`src/rtl/amstrad_pkg.sv`:
```
// Shared definitions for the Amstrad video-RAM fetch path: lane width and
// variable byte-lane extraction from a (maximum-width) vram word.
package amstrad_pkg;

  localparam int VRAM_LANE_W = 8;
  localparam int MAX_LANES   = 8;

  typedef logic [VRAM_LANE_W*MAX_LANES-1:0] vram_word_t;

  function automatic logic [VRAM_LANE_W-1:0] lane_sel(input vram_word_t word,
                                                      input logic [2:0] idx);
    return word[int'(idx)*VRAM_LANE_W +: VRAM_LANE_W];
  endfunction

endpackage

```
`src/rtl/amstrad_lane_mux.sv`:
```
// Combinational BYTES-way byte selector over a vram word; lane k occupies
// bits [8k+7:8k]. Shared between the video fetch and CPU-side byte reads.
module amstrad_lane_mux
  import amstrad_pkg::*;
#(
  parameter  int BYTES = 2,
  localparam int IW    = $clog2(BYTES)
) (
  input  logic [VRAM_LANE_W*BYTES-1:0] word,
  input  logic [IW-1:0]                sel,
  output logic [VRAM_LANE_W-1:0]       dout
);

  vram_word_t wide;

  // Narrow words are zero-padded so out-of-range selects read as zero.
  always_comb begin
    wide                        = '0;
    wide[VRAM_LANE_W*BYTES-1:0] = word;
    dout                        = lane_sel(wide, 3'(sel));
  end

endmodule

```
`src/rtl/amstrad_vram_fetch.sv`:
```
// Video-RAM byte sequencer: steps one byte lane per CAS strobe within a video
// slot, with an optional one-lane delayed (sync-filter shift) byte stream.
module amstrad_vram_fetch
  import amstrad_pkg::*;
#(
  parameter  int BYTES    = 2,
  parameter  bit SHIFT_EN = 1'b1,
  localparam int IW       = $clog2(BYTES)
) (
  input  logic                         clk,
  input  logic                         reset_n,
  input  logic                         cpu_n,
  input  logic                         ras_n,
  input  logic                         cas_n,
  input  logic                         de,
  input  logic                         shift_mode,
  input  logic [VRAM_LANE_W*BYTES-1:0] vram_din,
  output logic [VRAM_LANE_W-1:0]       vram_dout,
  output logic [IW-1:0]                lane,
  output logic                         strobe,
  output logic                         overrun
);

  logic                   cas_q;
  logic                   load_q;
  logic                   load;
  logic                   cas_end;
  logic                   shift_act;
  logic                   last_lane;
  logic [IW-1:0]          mux_sel;
  logic [VRAM_LANE_W-1:0] mux_byte;
  logic [VRAM_LANE_W-1:0] carry;
  logic [VRAM_LANE_W-1:0] dout_nxt;

  assign load      = ~ras_n & ~cas_n & cpu_n;
  assign cas_end   = ~ras_n & ~cas_q & cas_n;
  assign shift_act = SHIFT_EN & shift_mode;
  assign last_lane = (lane == IW'(BYTES - 1));

  // In shift mode the stream lags one lane; lane 0 replays the previous slot's last byte.
  assign mux_sel  = shift_act ? (lane - IW'(1)) : lane;
  assign dout_nxt = (shift_act && lane == '0) ? carry : mux_byte;

  amstrad_lane_mux #(
    .BYTES (BYTES)
  ) u_lane_mux (
    .word (vram_din),
    .sel  (mux_sel),
    .dout (mux_byte)
  );

  always_ff @(posedge clk or negedge reset_n) begin
    if (!reset_n) begin
      cas_q     <= 1'b1;
      load_q    <= 1'b0;
      strobe    <= 1'b0;
      lane      <= '0;
      overrun   <= 1'b0;
      vram_dout <= '0;
    end else begin
      cas_q  <= cas_n;
      load_q <= load;
      strobe <= load & ~load_q;
      // Reloading every cycle of the window follows the SDRAM data as it settles.
      if (load) vram_dout <= dout_nxt;
      if (!cpu_n) begin
        lane <= '0;
      end else if (cas_end) begin
        if (last_lane) overrun <= 1'b1;
        else           lane    <= lane + IW'(1);
      end
    end
  end

  if (SHIFT_EN) begin : g_carry
    always_ff @(posedge clk or negedge reset_n) begin
      if (!reset_n) begin
        carry <= '0;
      end else if (load && shift_mode && last_lane) begin
        carry <= de ? vram_din[VRAM_LANE_W*(BYTES-1) +: VRAM_LANE_W] : '0;
      end
    end
  end else begin : g_no_carry
    assign carry = '0;
  end

endmodule

```
`config.mk`:
```
export PLATFORM = sky130hd
export DESIGN_NAME = amstrad_vram_fetch
export DESIGN_NICKNAME = d
export VERILOG_FILES = /design/src/rtl/amstrad_pkg.sv /design/src/rtl/amstrad_lane_mux.sv /design/src/rtl/amstrad_vram_fetch.sv
export SDC_FILE = /design/constraint.sdc
export NUM_CORES = 1
export LEC_CHECK = 0
export ABC_AREA = 1
export BUFFER_PORTS_ARGS = -buffer_cell sky130_fd_sc_hd__buf_2
export CAP_MARGIN = 10
export CORE_MARGIN = 3
export CORE_UTILIZATION = 56
export CTS_BUF_LIST = sky130_fd_sc_hd__clkbuf_4
export DETAILED_ROUTE_END_ITERATION = 16
export GPL_ROUTABILITY_DRIVEN = 0
export PLACE_DENSITY_LB_ADDON = 0.05
export SLEW_MARGIN = 20
export SYNTH_ARGS = -nofsm -noshare
export SYNTH_HDL_FRONTEND = slang
export SYNTH_SLANG_ARGS = --single-unit
```
`constraint.sdc`:
```
create_clock -name clk -period 2.84 [get_ports clk]
set_clock_uncertainty 0.15 [all_clocks]
set_input_delay 0.426 -clock clk [delete_from_list [all_inputs] [get_ports clk]]
set_output_delay 0.426 -clock clk [all_outputs]
set_load 0.01 [all_outputs]
```
* Yosys cells after proc, flatten, opt, wreduce, memory -nomap -nowiden
Index checks and enable logic that the tools add are counted.
** Operators by class
- Add/subtract/negate cells :: 2
- Equal/unequal tests :: 1
- Shift-type cells :: 1
- Mux-type cells :: 6
- Bitwise logic cells :: 10
- Reductions and logical operators :: 4
** Operators by type and width (count)
- $shiftx 64x5->8 :: 1
- $mux 8 :: 2
- $and 1x1->1 :: 5
- $not 1->1 :: 5
- $mux 1 :: 4
- $logic_and 1x1->1 :: 3
- $reduce_and 3->1 :: 1
- $ne 2x1->1 const B :: 1
- $add 1x1->1 const B :: 1
- $sub 1x1->1 const B :: 1
** Word-level totals
- Register bits after elaboration :: 21
- Input port bits :: 23
- Output and inout port bits :: 11
- Logic and storage cells :: 31

* Depth between registers and ports, before layout
Gate-level depths: netlist of run 1.
- Depth after elaboration :: 5
- Mapped depth :: 8
- Mapped depth without buffers :: 7

* Modules after synthesis
Synthesis of run 1 repeated with hierarchy kept, for this count alone.
** Unflattened totals
- Cell total of the unflattened synthesis :: 155
- Area total of the unflattened synthesis :: 1092.3 µm²
** Modules (own cells, without submodules)
- amstrad_vram_fetch :: times used 1, cells an instance 129, area an instance 987.2 µm², seq. area each 526.8 µm²
- amstrad_lane_mux :: times used 1, cells an instance 26, area an instance 105.1 µm², seq. area each 0.0 µm²

* Least setup slack after synthesis of run 1
Ideal clock, no wire load.
- Path kind :: reg2reg
- Start point :: register lane
- End point :: register vram_dout[0]
- Data arrival time :: 1.168 ns
- Required time :: 2.574 ns
- Path slack :: 1.405 ns
- Cell stages (with the launch flop) :: 9
- Buffers on the path :: 1
- Period minus slack after synthesis :: 1.435 ns
- Cells stage by stage :: dfrtp_1 inv_1 ha_1 buf_2 inv_2 nand2_1 nand3_1 nand2_1 nand2_1
** On the way
- Word-level cells in the longest chain between the ends :: 4
- Elaborated cells on any way between the ends :: 6
** RTL lines
- start: declaration :: RTL line amstrad_vram_fetch.sv:19 : output logic [IW-1:0] lane,
- start signal: assignment :: RTL line amstrad_vram_fetch.sv:70 : else lane <= lane + IW'(1);
- $sub 1x1->1 :: RTL line amstrad_vram_fetch.sv:41 : assign mux_sel = shift_act ? (lane - IW'(1)) : lane;
- $mux 1 :: RTL line amstrad_vram_fetch.sv:41
- $shiftx 64x5->8 :: RTL line amstrad_pkg.sv:12 : return word[int'(idx)*VRAM_LANE_W +: VRAM_LANE_W];
- $mux 8 (*) :: RTL line amstrad_vram_fetch.sv:42 : assign dout_nxt = (shift_act && lane == '0) ? carry : mux_byte;
- end signal: assignment :: RTL line amstrad_vram_fetch.sv:65 : if (load) vram_dout <= dout_nxt;
- end: declaration :: RTL line amstrad_vram_fetch.sv:18 : output logic [VRAM_LANE_W-1:0] vram_dout,
Every way passes the cells marked *; elsewhere a longest branch is shown, timed or not.
A chain may end at the register's enable or synchronous reset.

* Worst setup path in the final report of run 1
- Start point :: register lane
- End point :: register vram_dout[6]
The elaborated chain is that of the path after synthesis.

==> flow_metrics.py, run 1 <==
metrics = {
    "status": {
        "status": "complete, no violations",
    },
    "worst_setup_path": {
        "r2r_start": "lane",
        "crit_type": "reg -> reg",
        "endpoint_kind": "flop",
        "worstReg2RegEnd": "vram_dout[6]",
        "cp-endpoint": "vram_dout[6]",
        "reg2reg_slack_ns": 1.23,
        "crit_required_ns": 2.91,
        "crit_arrival_ns": 1.68,
        "critPathLaunchType": "flop",
        "crit_fanout": 9,
        "crit_start": "lane",
        "rr_worst_depth": 7,
    },
    "synthesis": {
        "ys_seq_elements": 21,
        "synth_cells": 147,
        "syn-cell-area_sq_um": 1070,
        "yosysUniqueCellTypes": 17,
        "post_synth.cell_area_avg_sq_um": 7.31,
        "yosys_warnings": 0,
        "syn_nets": 171,
        "seq_area_frac_synth": 0.490,
    },
    "power_and_ir_drop": {
        "pwr-share-clk": 0.225,
        "leakage_uw": 0.000830,
        "p_switching_uw": 197,
        "p_comb_frac": 0.228,
        "p_seq_frac": 0.546,
        "peakVddDrop_mv": 0.342,
        "p_sw_frac": 0.306,
        "powerDensity_nw_per_um2": 503,
        "p_int_uw": 448,
    },
    "clock_network": {
        "post_cts.repair.setup_buffers": 0,
        "clk_pin_slew_ns": 0.11,
        "cts_buffer_depth": 2,
        "cts_tree": "done",
        "cts_root_buf": "clkbuf_4",
        "cts_sinks": 21,
        "htreeDepth": 1,
        "clk-insertion-delay-late_ns": 0.31,
        "numCtsBuffers": 3,
    },
    "timing": {
        "slew-limit-headroom": 0.690,
        "slew_violations": 0,
        "clock.fmax_mhz": 621,
        "hold_violations": 0,
        "setup_viol": 0,
        "fin_tns_setup_ns": 0,
        "worstMarginPinSlew_ns": 0.465,
        "min_period_ns": 1.61,
        "rsz0062_at_grt": "no",
        "min_period_over_period": 0.567,
    },
    "global_routing": {
        "grt_max_degree": 22,
        "grt_use_total": 0.205,
        "antenna_found_initial": 0,
        "grt_overflow": 0,
        "grt_pass1_vias": 946,
        "grt_pass1_wl_mm": 3.93,
    },
    "die": {
        "ios": 34,
        "dieWidth_um": 49.8,
        "die_area_sq_um": 2480,
        "fp-row-count": 15,
        "coreArea_sq_um": 1760,
        "fp.dieH_um": 49.8,
        "start_util": 0.609,
    },
    "routing": {
        "route.detailed.drc": 0,
        "ant_nets": 0,
        "vias": 1003,
        "wl_per_cell_um": 10.9,
        "routed_via_density": 4.87,
        "routed_wl_mm": 2.25,
        "first_pass_iters": 4,
        "drtIter0Drc": 12,
    },
    "cells_and_area": {
        "drive_gt1_frac": 0.254,
        "multi_input_area_sq_um": 467,
        "area_delta_synth_final_pct": 19.4,
        "antenna_cells": 0,
        "nFillCells": 172,
        "final_util": 0.728,
        "regArea_sq_um": 527,
        "final_nets": 206,
    },
    "placed_design": {
        "port_buffers": 33,
        "dp_hpwl_mm": 1.72,
    },
    "hold_path": {
        "min_path_type": "in -> reg",
    },
    "job": {
        "drv_cap": 0,
    },
}
[kinds of logic (layout without fill, tap and decap cells)]
family	after synthesis	after routing	share of synthesized area
simple gates	104	104	0.409
flops	21	21	0.490
buf+inv	19	53	0.0757
compound gates	2	2	0.0140
fa+ha+maj	1	1	0.0116
[worst min path at each step]
| stage | cells past startpoint | endpoint | from |
|---|---|---|---|
| floorplan | 0 | carry[0] | reset_n |
| global placement | 1 | strobe | load_q |
| detailed placement | 1 | strobe | load_q |
| CTS | 1 | cas_q | cas_n |
| global route | 1 | cas_q | cas_n |
| finish | 1 | cas_q | cas_n |
[registers in the layout, summed over array words and instances, names as in the netlist]
| signal | cells |
|---|---|
| overrun | 1 |
| lane | 1 |
| strobe | 1 |
| carry | 8 |
| vram_dout | 8 |
| cas_q | 1 |
| load_q | 1 |
[cell usage in the layout (no fill, tap or decap)]
master / netlist / routed
a21boi_0: 1 / 1
buf_2: 2 / 33
clkbuf_4: 0 / 3
clkinv_2: 0 / 1
dfrtp_1: 20 / 20
dfstp_2: 1 / 1
dlygate4sd3_1: 0 / 1
ha_1: 1 / 1
inv_1: 11 / 11
inv_2: 4 / 4
nand2_1: 74 / 74
nand2_4: 1 / 1
nand3_1: 9 / 9
nand3_2: 1 / 1
nor2_1: 17 / 17
nor2_4: 1 / 1
nor2_8: 1 / 1
o21bai_1: 1 / 1
[power by group through the flow]
stage	clock network [uW]	registers, uW	logic (uW)
2_1_floorplan	0	371	72.4
3_3_place_gp	0	359	143
5_1_grt	162	358	167
3_5_place_dp	0	359	147
6_report	145	353	147
4_1_cts	147	353	149
[critical path, cell delays in order, from the launching register on]
cell,delay [ns]
dfrtp_1,0.41
inv_1,0.07
ha_1,0.46
inv_2,0.13
nand2_1,0.08
nand3_1,0.06
nand2_1,0.10
nand2_1,0.05
[stage by stage]
stage / hold slack [ns] / setup WS [ns] / cells / total power (uW) / area (sq um)
finish: 0.0886 / 1.23 / 206 / 646 / 1280
global route: 0.0783 / 1.08 / 206 / 687 / 1280
CTS: 0.0909 / 1.24 / 206 / 649 / 1280
detailed placement: 0.239 / 1.16 / 201 / 507 / 1250
global placement: 0.230 / 1.21 / 201 / 502 / 1250
floorplan: -0.0196 / 1.41 / 147 / 443 / 1070
[synthesized netlist by cell type]
master / n / area (sq um)
a21boi_0: 1 / 7.51
nand3_1: 9 / 45.0
dfrtp_1: 20 / 500
nand2_4: 1 / 11.3
inv_2: 4 / 15.0
nand3_2: 1 / 10.0
inv_1: 11 / 41.3
nor2_8: 1 / 20.0
nand2_1: 74 / 278
buf_6: 1 / 11.3
nor2_1: 17 / 63.8
nor2_4: 1 / 11.3
buf_2: 2 / 10.0
dfstp_2: 1 / 26.3
ha_1: 1 / 12.5
clkbuf_1: 1 / 3.75
o21bai_1: 1 / 7.51
[metal layers]
layer	wire, um	GRT usage	share of wire	vias to the layer above
li1	-	-	-	505
met1	987	0.267	0.44	451
met2	1080	0.344	0.48	42
met3	136	0.0242	0.060	5
met4	44	0.0876	0.020	0
met5	0	0	0	-
[cell type report]
type                            instances  share of cell area
Tap cell                               25              0.0244
Clock buffer                            3              0.0175
Timing Repair Buffer                   34               0.136
Multi-Input combinational cell        107               0.364
Sequential cell                        21               0.410
Clock inverter                          1             0.00390
Inverter                               15              0.0439
[repair_timing]
item                      4_1_cts  5_1_grt
hold buffers                    1        0
resized for setup               0        0
hold endpoints to repair       20        0
Power figures use the tool's default switching activity.
==> run 2, diff against run 1 <==
--- a/config.mk
+++ b/config.mk
@@ -9,7 +9,7 @@
 export BUFFER_PORTS_ARGS = -buffer_cell sky130_fd_sc_hd__buf_2
 export CAP_MARGIN = 10
 export CORE_MARGIN = 3
-export CORE_UTILIZATION = 56
+export CORE_UTILIZATION = 47
 export CTS_BUF_LIST = sky130_fd_sc_hd__clkbuf_4
 export DETAILED_ROUTE_END_ITERATION = 16
 export GPL_ROUTABILITY_DRIVEN = 0
==> constraint.sdc (replaced) <==
create_clock -name clk -period 1.4 [get_ports clk]
set_clock_uncertainty 0.15 [all_clocks]
set_input_delay 0.21 -clock clk [delete_from_list [all_inputs] [get_ports clk]]
set_output_delay 0.21 -clock clk [all_outputs]
set_load 0.01 [all_outputs]
==> run 2 against run 1 <==
Compared with the run above:
- worst hold slack worse by 0.045 ns
- first-iteration DRC count is 42% higher
- global-route usage is 0.70 points lower
- non-clock buffer count is 3 higher
- setup slack worse by 1.2 ns
- die area is 17% higher
- count of clock-buffer cells in the layout is 1 higher
- power is 110% higher
- highest routed layer unchanged
==> flow_metrics.py, run 2 (synthesis results as in run 1) <==
metrics = {
    "clock_network": {
        "numCtsBuffers": 3,
        "htreeDepth": 1,
        "cts_tree": "done",
        "cts_root_buf": "clkbuf_4",
        "clk_pin_slew_ns": 0.12,
        "clk-insertion-delay-late_ns": 0.31,
        "cts_buffer_depth": 2,
        "cts_sinks": 21,
    },
    "routing": {
        "routed_via_density": 4.62,
        "routed_wl_mm": 2.49,
        "drtIter0Drc": 17,
        "route.detailed.drc": 0,
        "ant_nets": 0,
        "wl_per_cell_um": 11.8,
        "first_pass_iters": 4,
        "vias": 975,
    },
    "worst_setup_path": {
        "endpoint_kind": "primary output",
        "crit_arrival_ns": 0.98,
        "critPathLaunchType": "flop",
        "crit_fanout": 3,
        "critPathTopFamily": "flip-flops",
        "cpMaxStageDelayCell": "dfrtp_1",
        "slowest_delay_ns": 0.40,
        "path_buf_inv": 2,
        "crit_required_ns": 1.04,
        "crit_type": "reg -> out",
        "crit_chain": "buf_4 -> buf_2",
    },
    "hold_path": {
        "min_path_type": "in -> reg",
    },
    "cells_and_area": {
        "final_nets": 209,
        "drive_gt1_frac": 0.272,
        "antenna_cells": 0,
        "design_area_sq_um": 1340,
        "final_common_cell": "nand2_1",
        "largestRegisters": "carry (8), vram_dout (8)",
        "area_delta_synth_final_pct": 24.9,
        "layout_common_cells": "74 x nand2_1, 33 x buf_2, 20 x dfrtp_1",
    },
    "power_and_ir_drop": {
        "leakage_uw": 0.000848,
        "powerDensity_nw_per_um2": 1020,
        "p_sw_frac": 0.303,
        "total_power_uw": 1360,
        "peakVddDrop_mv": 0.546,
        "p_int_uw": 950,
        "p_comb_frac": 0.240,
        "p_seq_frac": 0.527,
        "p_switching_uw": 414,
        "pwr-share-clk": 0.233,
    },
    "timing": {
        "rsz0062_at_grt": "yes",
        "slew_violations": 0,
        "slew-limit-headroom": 0.682,
        "worstMarginPinSlew_ns": 0.477,
        "min_period_over_period": 0.961,
        "setup_slack_ns": 0.0550,
        "min_period_ns": 1.34,
        "setup_viol": 0,
        "hold_violations": 0,
        "clock.fmax_mhz": 744,
        "whs_ns": 0.0438,
    },
    "global_routing": {
        "grt_overflow": 0,
        "antenna_found_initial": 0,
        "grt_use_total": 0.198,
        "grt_pass1_wl_mm": 4.11,
        "grt_max_degree": 22,
        "grt_pass1_vias": 958,
    },
    "die": {
        "dieWidth_um": 53.8,
        "coreArea_sq_um": 2060,
        "start_util": 0.521,
        "die_area_sq_um": 2900,
        "fp.dieH_um": 53.8,
        "ios": 34,
        "fp-row-count": 16,
    },
    "placed_design": {
        "pre_cts_slack_ns": -0.0920,
        "port_buffers": 33,
        "dpl_cell_area_sq_um": 1260,
        "dp_hpwl_mm": 1.73,
    },
    "status": {
        "status": "complete, no violations",
    },
    "job": {
        "drv_cap": 0,
    },
}
==> run 2: per-stage QoR <==
step	cells	utilization	TNS, ns
2_1_floorplan	147	-	0
3_3_place_gp	204	0.609	-0.200
3_5_place_dp	204	0.609	-0.589
4_1_cts	210	0.640	0
5_1_grt	211	0.651	-0.104
6_report	211	0.651	0
==> run 2: worst paths after layout <==
check | to | slack [ns] | cells past startpoint | from
worst min register to register | strobe | 0.25 | 1 | load_q
worst min-delay path | carry[2] | 0.04 | 5 | vram_din[10]
worst max register to register | vram_dout[5] | 0.06 | 7 | lane
worst max-delay path | lane | 0.06 | 2 | lane
max in group asynchronous | cas_q | 0.52 | 2 | reset_n
min in group asynchronous | overrun | 0.22 | 2 | reset_n
==> run 2: area by class of cell <==
cell class,instances,area (sq um)
tap,27,33.8
timing repair buffer,37,204
inverter,15,61.3
multi-input combinational,107,487
clock buffer,4,30.0
sequential,21,527
fill,187,719
==> run 2: power groups by stage <==
stage | clock network [uW] | logic (uW) | registers [uW]
after floorplan | 0 | 149 | 752
after global placement | 0 | 294 | 726
after detailed placement | 0 | 301 | 730
after CTS | 326 | 314 | 718
after global routing | 340 | 372 | 727
final | 318 | 327 | 718
==> run 2: worst min-delay path, stage by stage <==
cell and delay [ns]:
buf_2 0.09, nand2_1 0.04, inv_1 0.04, nand2_1 0.05, nand2_1 0.05
==> run 2: repair_timing <==
action / 4_1_cts / 5_1_grt
hold endpoints to repair: 21 / 0
setup endpoints to repair: 8 / 9
buffers inserted: 0 / 1
resized for setup: 2 / 8
pin swaps: 0 / 8
hold buffers: 2 / 0
==> run 2: layer usage <==
metal,part of all wire,vias to the layer above,track usage
met5,0,-,0
met4,0.014,0,0.0809
met3,0.053,5,0.0305
met2,0.47,29,0.331
met1,0.46,426,0.254
li1,-,515,-
